## src/rtl/atm_core_multi.sv

```systemverilog
// atm_core_multi: multi-account ATM core covering card insertion, PIN check, withdraw/deposit and mini-statement.
// Define ATM_HIST_EN to build per-account transaction history and the STMT streaming state.
module atm_core_multi #(
   parameter int unsigned NUM_ACCOUNTS = 4,
   parameter int unsigned ID_W = $clog2(NUM_ACCOUNTS),
   parameter int unsigned PIN_DIGITS = 4,
   parameter logic [4*PIN_DIGITS-1:0] DEFAULT_PIN = 16'h0123,
   parameter int unsigned BAL_W = 16,
   parameter int unsigned AMT_W = 8,
   parameter int unsigned INIT_BAL = 1000,
   parameter int unsigned MAX_TRIES = 3,
   parameter int unsigned HIST_DEPTH = 4
) (
   input  logic             clk,
   input  logic             reset,
   input  logic             card_present,
   input  logic [ID_W-1:0]  card_id,
   input  logic             key_valid,
   input  logic [3:0]       key,
   input  logic             txn_valid,
   input  logic [1:0]       txn_type,
   input  logic [AMT_W-1:0] txn_amount,
   output logic [2:0]       status,
   output logic [BAL_W-1:0] balance,
   output logic             locked,
   output logic             stmt_valid,
   output logic [AMT_W:0]   stmt_data,
   output logic             stmt_last
);

   localparam int unsigned PIN_W  = 4 * PIN_DIGITS;
   localparam int unsigned DIG_W  = (PIN_DIGITS > 1) ? $clog2(PIN_DIGITS) : 1;
   localparam int unsigned FAIL_W = $clog2(MAX_TRIES + 1);
   localparam logic [DIG_W-1:0]  DIG_LAST = DIG_W'(PIN_DIGITS - 1);
   localparam logic [FAIL_W-1:0] FAIL_MAX = FAIL_W'(MAX_TRIES);

`ifdef ATM_HIST_EN
   localparam int unsigned PTR_W = (HIST_DEPTH > 1) ? $clog2(HIST_DEPTH) : 1;
   localparam int unsigned CNT_W = $clog2(HIST_DEPTH + 1);
   localparam logic [CNT_W-1:0] CNT_FULL = CNT_W'(HIST_DEPTH);
   localparam logic [PTR_W-1:0] PTR_LAST = PTR_W'(HIST_DEPTH - 1);

   typedef enum logic [2:0] {S_IDLE, S_PIN, S_MENU, S_STMT, S_HOLD} state_t;
`else
   typedef enum logic [2:0] {S_IDLE, S_PIN, S_MENU, S_HOLD} state_t;
`endif

   typedef enum logic [2:0] {
      ST_IDLE, ST_PIN, ST_MENU, ST_DONE, ST_NSF, ST_BADPIN, ST_LOCKED, ST_REJECT
   } status_t;

   state_t             state_q, state_n;
   status_t            status_q, status_n;
   logic [BAL_W-1:0]   balance_q, balance_n;
   logic               locked_q, locked_n;
   logic               card_q;
   logic [ID_W-1:0]    id_q, id_n;
   logic [PIN_W-1:0]   pin_q, pin_n;
   logic [DIG_W-1:0]   dig_q, dig_n;

   logic [BAL_W-1:0]   bal_mem [NUM_ACCOUNTS];
   logic [FAIL_W-1:0]  fail_mem [NUM_ACCOUNTS];
   logic               lock_mem [NUM_ACCOUNTS];

   logic               bal_we, fail_we, lock_we;
   logic [BAL_W-1:0]   bal_wd;
   logic [FAIL_W-1:0]  fail_wd;

   logic [BAL_W-1:0]   cur_bal, amt_ext;
   logic [BAL_W:0]     sum;
   logic [FAIL_W-1:0]  fail_inc;
   logic [PIN_W-1:0]   pin_shift;

   assign cur_bal   = bal_mem[id_q];
   assign amt_ext   = BAL_W'(txn_amount);
   assign sum       = {1'b0, cur_bal} + {1'b0, amt_ext};
   assign fail_inc  = fail_mem[id_q] + 1'b1;
   assign pin_shift = (pin_q << 4) | PIN_W'(key);

`ifdef ATM_HIST_EN
   logic [AMT_W:0]     hist_mem [NUM_ACCOUNTS][HIST_DEPTH];
   logic [PTR_W-1:0]   hist_ptr [NUM_ACCOUNTS];
   logic [CNT_W-1:0]   hist_cnt [NUM_ACCOUNTS];
   logic               hist_we;
   logic [AMT_W:0]     hist_wd;
   logic [CNT_W-1:0]   stmt_idx_q, stmt_idx_n;
   logic               stmt_valid_q, stmt_valid_n, stmt_last_q, stmt_last_n;
   logic [AMT_W:0]     stmt_data_q, stmt_data_n;
   logic [PTR_W-1:0]   cur_ptr;
   logic [CNT_W-1:0]   cur_cnt;

   assign cur_ptr = hist_ptr[id_q];
   assign cur_cnt = hist_cnt[id_q];

   // Slot holding the entry `age` writes back from the newest (age 0 = newest).
   function automatic logic [PTR_W-1:0] hist_pos(input logic [PTR_W-1:0] ptr,
                                                 input logic [CNT_W-1:0] age);
      int unsigned p;
      p = (32'(ptr) + HIST_DEPTH - 1 - 32'(age)) % HIST_DEPTH;
      return PTR_W'(p);
   endfunction

   assign stmt_valid = stmt_valid_q;
   assign stmt_data  = stmt_data_q;
   assign stmt_last  = stmt_last_q;
`else
   assign stmt_valid = 1'b0;
   assign stmt_data  = '0;
   assign stmt_last  = 1'b0;
`endif

   assign status  = status_q;
   assign balance = balance_q;
   assign locked  = locked_q;

   always_comb begin
      state_n   = state_q;
      status_n  = status_q;
      balance_n = balance_q;
      locked_n  = locked_q;
      id_n      = id_q;
      pin_n     = pin_q;
      dig_n     = dig_q;
      bal_we    = 1'b0;
      bal_wd    = cur_bal;
      fail_we   = 1'b0;
      fail_wd   = '0;
      lock_we   = 1'b0;
`ifdef ATM_HIST_EN
      hist_we      = 1'b0;
      hist_wd      = '0;
      stmt_idx_n   = stmt_idx_q;
      stmt_valid_n = 1'b0;
      stmt_data_n  = '0;
      stmt_last_n  = 1'b0;
`endif
      // Card removal aborts any session and drops a coincident strobe.
      if (state_q != S_IDLE && !card_present) begin
         state_n   = S_IDLE;
         status_n  = ST_IDLE;
         balance_n = '0;
         locked_n  = 1'b0;
         pin_n     = '0;
         dig_n     = '0;
      end else begin
         case (state_q)
            S_IDLE: begin
               if (card_present && !card_q) begin
                  id_n      = card_id;
                  pin_n     = '0;
                  dig_n     = '0;
                  balance_n = '0;
                  if (lock_mem[card_id]) begin
                     state_n  = S_HOLD;
                     status_n = ST_LOCKED;
                     locked_n = 1'b1;
                  end else begin
                     state_n  = S_PIN;
                     status_n = ST_PIN;
                     locked_n = 1'b0;
                  end
               end
            end
            S_PIN: begin
               if (key_valid && key == 4'hC) begin
                  state_n  = S_HOLD;
                  status_n = ST_IDLE;
               end else if (key_valid && key <= 4'd9) begin
                  if (dig_q == DIG_LAST) begin
                     pin_n   = '0;
                     dig_n   = '0;
                     fail_we = 1'b1;
                     if (pin_shift == DEFAULT_PIN) begin
                        fail_wd   = '0;
                        state_n   = S_MENU;
                        status_n  = ST_MENU;
                        balance_n = cur_bal;
                     end else begin
                        fail_wd = fail_inc;
                        if (fail_inc >= FAIL_MAX) begin
                           lock_we  = 1'b1;
                           state_n  = S_HOLD;
                           status_n = ST_LOCKED;
                           locked_n = 1'b1;
                        end else begin
                           status_n = ST_BADPIN;
                        end
                     end
                  end else begin
                     pin_n = pin_shift;
                     dig_n = dig_q + 1'b1;
                  end
               end
            end
            S_MENU: begin
               if (txn_valid) begin
                  balance_n = cur_bal;
                  case (txn_type)
                     2'd0: begin
                        if (txn_amount == '0)      status_n = ST_REJECT;
                        else if (amt_ext > cur_bal) status_n = ST_NSF;
                        else begin
                           bal_we    = 1'b1;
                           bal_wd    = cur_bal - amt_ext;
                           balance_n = cur_bal - amt_ext;
                           status_n  = ST_DONE;
`ifdef ATM_HIST_EN
                           hist_we = 1'b1;
                           hist_wd = {1'b0, txn_amount};
`endif
                        end
                     end
                     2'd1: begin
                        if (txn_amount == '0 || sum[BAL_W]) status_n = ST_REJECT;
                        else begin
                           bal_we    = 1'b1;
                           bal_wd    = sum[BAL_W-1:0];
                           balance_n = sum[BAL_W-1:0];
                           status_n  = ST_DONE;
`ifdef ATM_HIST_EN
                           hist_we = 1'b1;
                           hist_wd = {1'b1, txn_amount};
`endif
                        end
                     end
                     2'd2: begin
`ifdef ATM_HIST_EN
                        status_n = ST_DONE;
                        if (cur_cnt == '0) begin
                           stmt_last_n = 1'b1;
                        end else begin
                           stmt_valid_n = 1'b1;
                           stmt_data_n  = hist_mem[id_q][hist_pos(cur_ptr, '0)];
                           if (cur_cnt == CNT_W'(1)) begin
                              stmt_last_n = 1'b1;
                           end else begin
                              state_n    = S_STMT;
                              stmt_idx_n = CNT_W'(1);
                           end
                        end
`else
                        status_n = ST_REJECT;
`endif
                     end
                     default: begin
                        state_n   = S_HOLD;
                        status_n  = ST_IDLE;
                        balance_n = '0;
                     end
                  endcase
               end
            end
`ifdef ATM_HIST_EN
            S_STMT: begin
               stmt_valid_n = 1'b1;
               stmt_data_n  = hist_mem[id_q][hist_pos(cur_ptr, stmt_idx_q)];
               stmt_idx_n   = stmt_idx_q + 1'b1;
               if (stmt_idx_q == cur_cnt - 1'b1) begin
                  stmt_last_n = 1'b1;
                  state_n     = S_MENU;
               end
            end
`endif
            default: ;
         endcase
      end
   end

   always_ff @(posedge clk or negedge reset) begin
      if (!reset) begin
         state_q   <= S_IDLE;
         status_q  <= ST_IDLE;
         balance_q <= '0;
         locked_q  <= 1'b0;
         card_q    <= 1'b0;
         id_q      <= '0;
         pin_q     <= '0;
         dig_q     <= '0;
      end else begin
         state_q   <= state_n;
         status_q  <= status_n;
         balance_q <= balance_n;
         locked_q  <= locked_n;
         card_q    <= card_present;
         id_q      <= id_n;
         pin_q     <= pin_n;
         dig_q     <= dig_n;
      end
   end

   always_ff @(posedge clk or negedge reset) begin
      if (!reset) begin
         for (int unsigned a = 0; a < NUM_ACCOUNTS; a++) begin
            bal_mem[a]  <= BAL_W'(INIT_BAL);
            fail_mem[a] <= '0;
            lock_mem[a] <= 1'b0;
         end
      end else begin
         if (bal_we)  bal_mem[id_q]  <= bal_wd;
         if (fail_we) fail_mem[id_q] <= fail_wd;
         if (lock_we) lock_mem[id_q] <= 1'b1;
      end
   end

`ifdef ATM_HIST_EN
   always_ff @(posedge clk or negedge reset) begin
      if (!reset) begin
         stmt_idx_q   <= '0;
         stmt_valid_q <= 1'b0;
         stmt_data_q  <= '0;
         stmt_last_q  <= 1'b0;
         for (int unsigned a = 0; a < NUM_ACCOUNTS; a++) begin
            hist_ptr[a] <= '0;
            hist_cnt[a] <= '0;
            for (int unsigned j = 0; j < HIST_DEPTH; j++) hist_mem[a][j] <= '0;
         end
      end else begin
         stmt_idx_q   <= stmt_idx_n;
         stmt_valid_q <= stmt_valid_n;
         stmt_data_q  <= stmt_data_n;
         stmt_last_q  <= stmt_last_n;
         if (hist_we) begin
            hist_mem[id_q][cur_ptr] <= hist_wd;
            hist_ptr[id_q] <= (cur_ptr == PTR_LAST) ? '0 : cur_ptr + 1'b1;
            if (cur_cnt != CNT_FULL) hist_cnt[id_q] <= cur_cnt + 1'b1;
         end
      end
   end
`endif

endmodule
```

## config.mk

```make
export PLATFORM = sky130hd
export DESIGN_NAME = atm_core_multi
export DESIGN_NICKNAME = d
export VERILOG_FILES = /design/src/rtl/atm_core_multi.sv
export SDC_FILE = /design/constraint.sdc
export NUM_CORES = 1
export LEC_CHECK = 0
export CORE_AREA = 5 5 136 138
export CTS_CLUSTER_DIAMETER = 100
export DETAILED_ROUTE_END_ITERATION = 8
export DIE_AREA = 0 0 141 143
export GPL_TIMING_DRIVEN = 0
export SLEW_MARGIN = 10
export SYNTH_ARGS = -nofsm -noshare
export SYNTH_HDL_FRONTEND = slang
export SYNTH_SLANG_ARGS = --single-unit
export TNS_END_PERCENT = 20
```

## constraint.sdc

```tcl
create_clock -name clk -period 4.61 [get_ports clk]
set_input_delay 1.1525 -clock clk [delete_from_list [all_inputs] [get_ports clk]]
set_output_delay 1.1525 -clock clk [all_outputs]
set_load 0.01 [all_outputs]
```

# Yosys cells after proc, flatten, opt, wreduce, memory -nomap -nowiden
# Index checks and enable logic that the tools add are counted.
word_totals:
  out_inout_bits: 31
  inputBits: 21
  ff_bits: 116
classes:
  bitwise: 5
  mux: 103
  addsub: 4
  n_lt_le_gt_ge: 6
  reduce_logical: 21
  eq_ne: 19
op_table:
  columns: ["op", "count"]
  rows:
  - ["two-way mux 16 bit", 16]
  - ["case mux 16 bit (3 select lines)", 2]
  - ["bitwise mux 64 bit", 1]
  - ["two-way mux 3 bit", 20]
  - ["two-way mux 12 bit", 4]
  - ["binary-select mux 16 bit (select 2 bit)", 1]
  - ["demux 16 bit (select 2 bit)", 1]
  - ["two-way mux 2 bit", 16]
  - ["case mux 16 bit (2 select lines)", 1]
  - ["two-way mux 1 bit", 29]
  - ["inequality test 3 bit, second input constant", 9]
  - ["case mux 3 bit (3 select lines)", 3]
  - ["case mux 12 bit (2 select lines)", 1]
  - ["AND reduction 7 bit", 3]
  - ["adder 16 x 8 -> 17 bit", 1]
  - ["equality test 16 x 9 -> 1 bit, second input constant", 1]
  - ["greater-than comparator 8 x 16 -> 1 bit", 1]
  - ["bitwise OR 16 x 4 -> 16 bit", 1]
  - ["subtractor 16 x 8 -> 16 bit", 1]
  - ["bitwise mux 8 bit", 1]
  - ["logical NOT 8 bit", 1]
  - ["inequality test 4 bit, second input constant", 2]
  - [">= comparator 3 bit, second input constant", 2]
  - ["inverter 2 -> 3 bit", 2]
  - ["other kinds (29)", 38]

# Depth between registers and ports, before layout
logic_depth:
  ltp_word: 13
  depth_mapped: 15

# Worst setup path after synthesis
# OpenSTA, ideal clock, no wires.
synth_timing:
  kind: "register to register"
  start: "register id_q[0]"
  end: "register bal_mem[57] (netlist name)"
  setup_time_ns: 0.073
  t_arrival_ns: 3.818
  slack_ns: 0.719
  path_buffers: 4
  path_stages_with_launch: 14
  required_time_ns: 4.537
  path_cell_list: "dfrtp_1 buf_6 buf_2 clkbuf_1 mux4_2 ha_1 a211oi_1 o31ai_1 o211ai_1 nand2_1 a2111oi_2 clkbuf_1 nor2_1 a21oi_1"
synth_via:
  elab_chain_cells: 12
synth_lines:
  columns: ["item", "line_no", "rtl"]
  rows:
  - ["start, declared", "57", "logic [ID_W-1:0] id_q, id_n;"]
  - ["start signal, assigned", "285", "id_q <= id_n;"]
  - ["inverter 2 -> 3 bit (implied by the code) *", "74, 299", null]
  - ["binary-select mux 16 bit (select 2 bit)", "74", "assign cur_bal = bal_mem[id_q];"]
  - ["two-way mux 16 bit (implied by the code) (2 in series)", "74", null]
  - ["subtractor 16 x 8 -> 16 bit, or another cell as far along", "204", "bal_wd = cur_bal - amt_ext;"]
  - ["two-way mux 16 bit / logical OR 1 bit (equally long branches)", "201, 214", null]
  - ["two-way mux 16 bit (on tied branches)", "200, 214", null]
  - ["case mux 16 bit (2 select lines)", "198", "case (txn_type)"]
  - ["two-way mux 16 bit", "196", "if (txn_valid) begin"]
  - ["two-way mux 16 bit", "146", "case (state_q)"]
  - ["two-way mux 16 bit", "138", "if (state_q != S_IDLE && !card_present) begin"]
  - ["bitwise mux 64 bit", "299", "if (bal_we) bal_mem[id_q] <= bal_wd;"]
  - ["end signal, assigned by index", "294", "bal_mem[a] <= BAL_W'(INIT_BAL);"]
  - ["end signal, assigned by index", "299", null]
  - ["end, declared", "61", "logic [BAL_W-1:0] bal_mem [NUM_ACCOUNTS];"]
# Every way passes the cells marked *; elsewhere a longest branch is shown, timed or not. The select of a mux whose other input is x is not followed.
# A chain may end at the register's enable or synchronous reset.

# Worst setup path after layout
layout_timing:
  start: "input port txn_amount[2]"
  end: "register bal_mem[28] (netlist name)"
layout_via:
  elab_chain_cells: 8
layout_lines:
  columns: ["item", "line_no", "rtl"]
  rows:
  - ["start, declared", "22", "input logic [AMT_W-1:0] txn_amount,"]
  - ["subtractor 16 x 8 -> 16 bit, or another cell as far along", "204", null]
  - ["two-way mux 16 bit / logical OR 1 bit (equally long branches)", "201, 214", null]
  - ["two-way mux 16 bit (on tied branches)", "200, 214", null]
  - ["case mux 16 bit (2 select lines)", "198", null]
  - ["two-way mux 16 bit", "196", null]
  - ["two-way mux 16 bit", "146", null]
  - ["two-way mux 16 bit", "138", null]
  - ["bitwise mux 64 bit", "299", null]
# Parallel ways exist; a longest one is shown, timed or not.

==> results.tsv <==
stage	metric	value	unit
setup_path	critPathMaxFanout	7	
global_routing	grt_max_degree	81	
route	routedWlPerCell	20.1	um
synth	ys.flop_type	dfrtp_1	
placement	gp_congestion	0.897	
cells_and_area	diodes	0	
setup_path	rr_worst_depth	13	
sta	hold_viol	0	
route	antenna_left	0	
floorplanning	die_h	143	um
global_routing	grtUsageTotal	20.9	%
synth	synth_top_area_cell	dfrtp_1	
placement	place_area	0.00775	mm2
power	ir_worst_vdd	0.294	mV
synth	synth_area_per_cell	9.75	um2
clocking	htreeDepth	4	
run	drv_cap	0	
synth	synth_area_leaders	dfrtp_1, dfstp_2, mux4_2	
route	vias	6119	
power	leakagePower	0.00367	uW
placement	io_buffers	40	
synth	syn_area	0.00700	mm2
synth	synth_compound_area_share	21.6	%
setup_path	critPathCaptureType	flop	
cells_and_area	drive_above_1_share	17.0	%
sta	setup_viol	0	
floorplanning	core_area	0.0171	mm2
sta	slew_headroom	25.3	%
synth	ys_seq_area_share	41.5	%
synth	synthArstFlopShare	100	%
synth	netlist.area_leader.share	32.5	%
setup_path	worstSetupPathType	primary input to flop	
setup_path	start_kind	primary input	
route	vias_per_cell	5.98	
floorplanning	start_util	41.1	%
placement	hpwl	15200	um
sta	fmax	228	MHz
cells_and_area	fin_area	0.00839	mm2
global_routing	grt_pass1_wl	32900	um
clocking	cts.sinks	115	
clocking	cts_tree	done	
global_routing	grt_overflow_total	0	
route	drt-total-wl	20600	um
sta	tns	0	ns
route	drcViolationCount	0	
global_routing	antenna_found_initial	0	
synth	synth-seq-cells	115	
floorplanning	fp.dieArea	0.0202	mm2
synth	yosysWarnings	0	
synth	syn_inst	718	
clocking	hold_buffers	0	
synth	synth_top_family_by_area	compound AO/OA/AOI/OAI gates	
hold_path	holdPathStages	1	
cells_and_area	area_delta_synth_final	19.9	%
synth	synth_xor_area_share	1.38	%
route	dr.pass1.iters	5	
clocking	cts-root-buf	clkbuf_16	
floorplanning	die_w	141	um
clocking	postCtsSetupBuffers	0	
sta	period_share	95.1	%
sta	post-route-min-period	4.38	ns
cells_and_area	fillers	1601	
setup_path	critPathRequiredTime	4.89	ns
synth	synthMuxAreaShare	8.74	%
sta	fin_skew	0.0112	ns
power	power	5520	uW
sta	tightest_slew	1.11	ns
synth	yosysMostFrequentCell	dfrtp_1	
setup_path	rr_endpoint	bal_mem[28]$_DFFE_PN0P_	
cells_and_area	nets	838	
sta	slew_violations	0	
setup_path	worst_r2r_startpoint	id_q[1]$_DFFE_PN0P_	
setup_path	cp.arrival	4.66	ns
synth	synthSimpleGateAreaFrac	15.6	%
clocking	clockBufferDepth	2	
route	first_iter_violations	695	
hold_path	worstHoldStart	lock_mem[3]$_DFFE_PN0P_	
global_routing	grt_pass1_vias	6063	
floorplanning	ios	52	
clocking	clk_pin_slew	0.06	ns
power	powerDensity	657	mW/mm2
floorplanning	row_count	48	
setup_path	rrSetupSlack	0.26	ns
synth	synth_common_cells	dfrtp_1, o21ai_0, nand2_1	
clocking	cts_buffers	17	
synth	synth_edf_count	0	
synth	synthAdderAreaFrac	5.75	%
hold_path	hold_path.class	flop to flop	
outcome	status	finished clean	
hold_path	whs_endpoint	lock_mem[3]$_DFFE_PN0P_	
sta	grt_setup_unrepaired	no	
synth	yosysUniqueCellTypes	74	
clocking	insertion_delay	0.42	ns
## worst max-delay path, cell delays in order
cell             delay [ns]
clkdlybuf4s50_1        0.50
inv_1                  0.06
ha_1                   0.28
clkbuf_1               0.19
and3b_1                0.22
o31ai_1                0.46
and4_1                 0.27
clkbuf_1               0.24
a31oi_1                0.33
and4_1                 0.33
a311oi_2               0.45
o21ai_0                0.18
## repair_timing
item	CTS	global route
gates cloned	0	0
resized for setup	14	8
endpoints found under the setup margin	79	74
endpoints found under the hold margin	0	0
## cells in the final DEF, fill, tap and decap left out, types with 6 or more instances in the layout
| master | n |
|---|---|
| a22o_1 | 17 |
| or3_1 | 7 |
| clkbuf_2 | 10 |
| buf_2 | 6 |
| nor2_1 | 54 |
| nand3_1 | 9 |
| a21oi_1 | 30 |
| dfstp_2 | 24 |
| nor3_1 | 7 |
| mux2_2 | 11 |
| mux2i_1 | 6 |
| nand2b_1 | 8 |
| nand4_1 | 7 |
| o21ai_0 | 73 |
| ha_1 | 29 |
| xnor2_1 | 7 |
| clkbuf_1 | 17 |
| clkdlybuf4s50_1 | 39 |
| clkbuf_16 | 17 |
| nor4_1 | 10 |
| nand2_1 | 72 |
| a221o_1 | 7 |
| buf_4 | 11 |
| mux4_2 | 19 |
| nor2b_1 | 7 |
| inv_1 | 36 |
| a22oi_1 | 12 |
| o31ai_1 | 7 |
| o211ai_1 | 7 |
| a21o_1 | 12 |
| and2_1 | 6 |
| dfrtp_1 | 91 |
| and3_1 | 7 |
| conb_1 | 11 |
## sequential cells by signal, indices dropped and copies added (netlist names)
signal    cells
bal_mem      64
balance      16
pin_q        12
fail_mem      8
lock_mem      4
status        3
dig_q         2
id_q          2
state_q       2
card_q        1
locked        1
## area by class of cell
cell class,count,area (um2),share of cell area (%)
inverter,36,135,1.61
clock inverter,13,159,1.89
timing repair buffer,41,429,5.11
sequential,115,2910,34.6
tap,225,282,3.35
multi-input combinational,529,3790,45.2
clock buffer,19,443,5.28
buffer,46,245,2.92
## cells by family after synthesis
| group | count (synthesis) |
|---|---|
| and+or+nand+nor | 219 |
| DFF | 115 |
| xor gates and xnor gates | 11 |
| buffers and inverters | 84 |
| AOI/OAI and AO/OA | 221 |
| other | 1 |
| adders and majority gates | 31 |
| muxes | 36 |
## worst max-delay path by stage
stage / start / to / slack [ns] / depth (start not counted)
2_1_floorplan: id_q[0]$_DFFE_PN0P_ / bal_mem[57]$_DFFE_PN1P_ / 0.72 / 13
3_3_place_gp: reset / locked$_DFFE_PN0P_ / -1.90 / 1
3_5_place_dp: id_q[1]$_DFFE_PN0P_ / bal_mem[14]$_DFFE_PN0P_ / -0.50 / 12
4_1_cts: id_q[0]$_DFFE_PN0P_ / bal_mem[13]$_DFFE_PN0P_ / 0.004 / 13
5_1_grt: id_q[0]$_DFFE_PN0P_ / bal_mem[28]$_DFFE_PN0P_ / 0.04 / 13
6_report: txn_amount[2] / bal_mem[28]$_DFFE_PN0P_ / 0.23 / 12
## layer usage
metal  GRT usage [%]  part of all wire [%]  vias up
met3            3.95                   6.0       44
met2            32.3                    46      241
met5               0                     0        -
met4            8.16                   2.5        0
met1            29.2                    46     3058
li1                -                     -     2776
## where the power goes
| group | switching [uW] | internal, uW |
|---|---|---|
| logic | 1670 | 1020 |
| clock network | 495 | 862 |
| registers | 150 | 1320 |
## through the flow
stage,cells,setup slack [ns],hold slack (ns),utilization (%)
CTS,1025,0.00403,0.471,49.1
floorplan,728,0.719,0.423,-
global route,1024,0.0380,0.492,49.2
detailed placement,994,-0.501,0.459,45.4
finish,1024,0.227,0.475,49.2
global placement,993,-1.90,0.446,45.3
(Power assumes the default switching activity.)
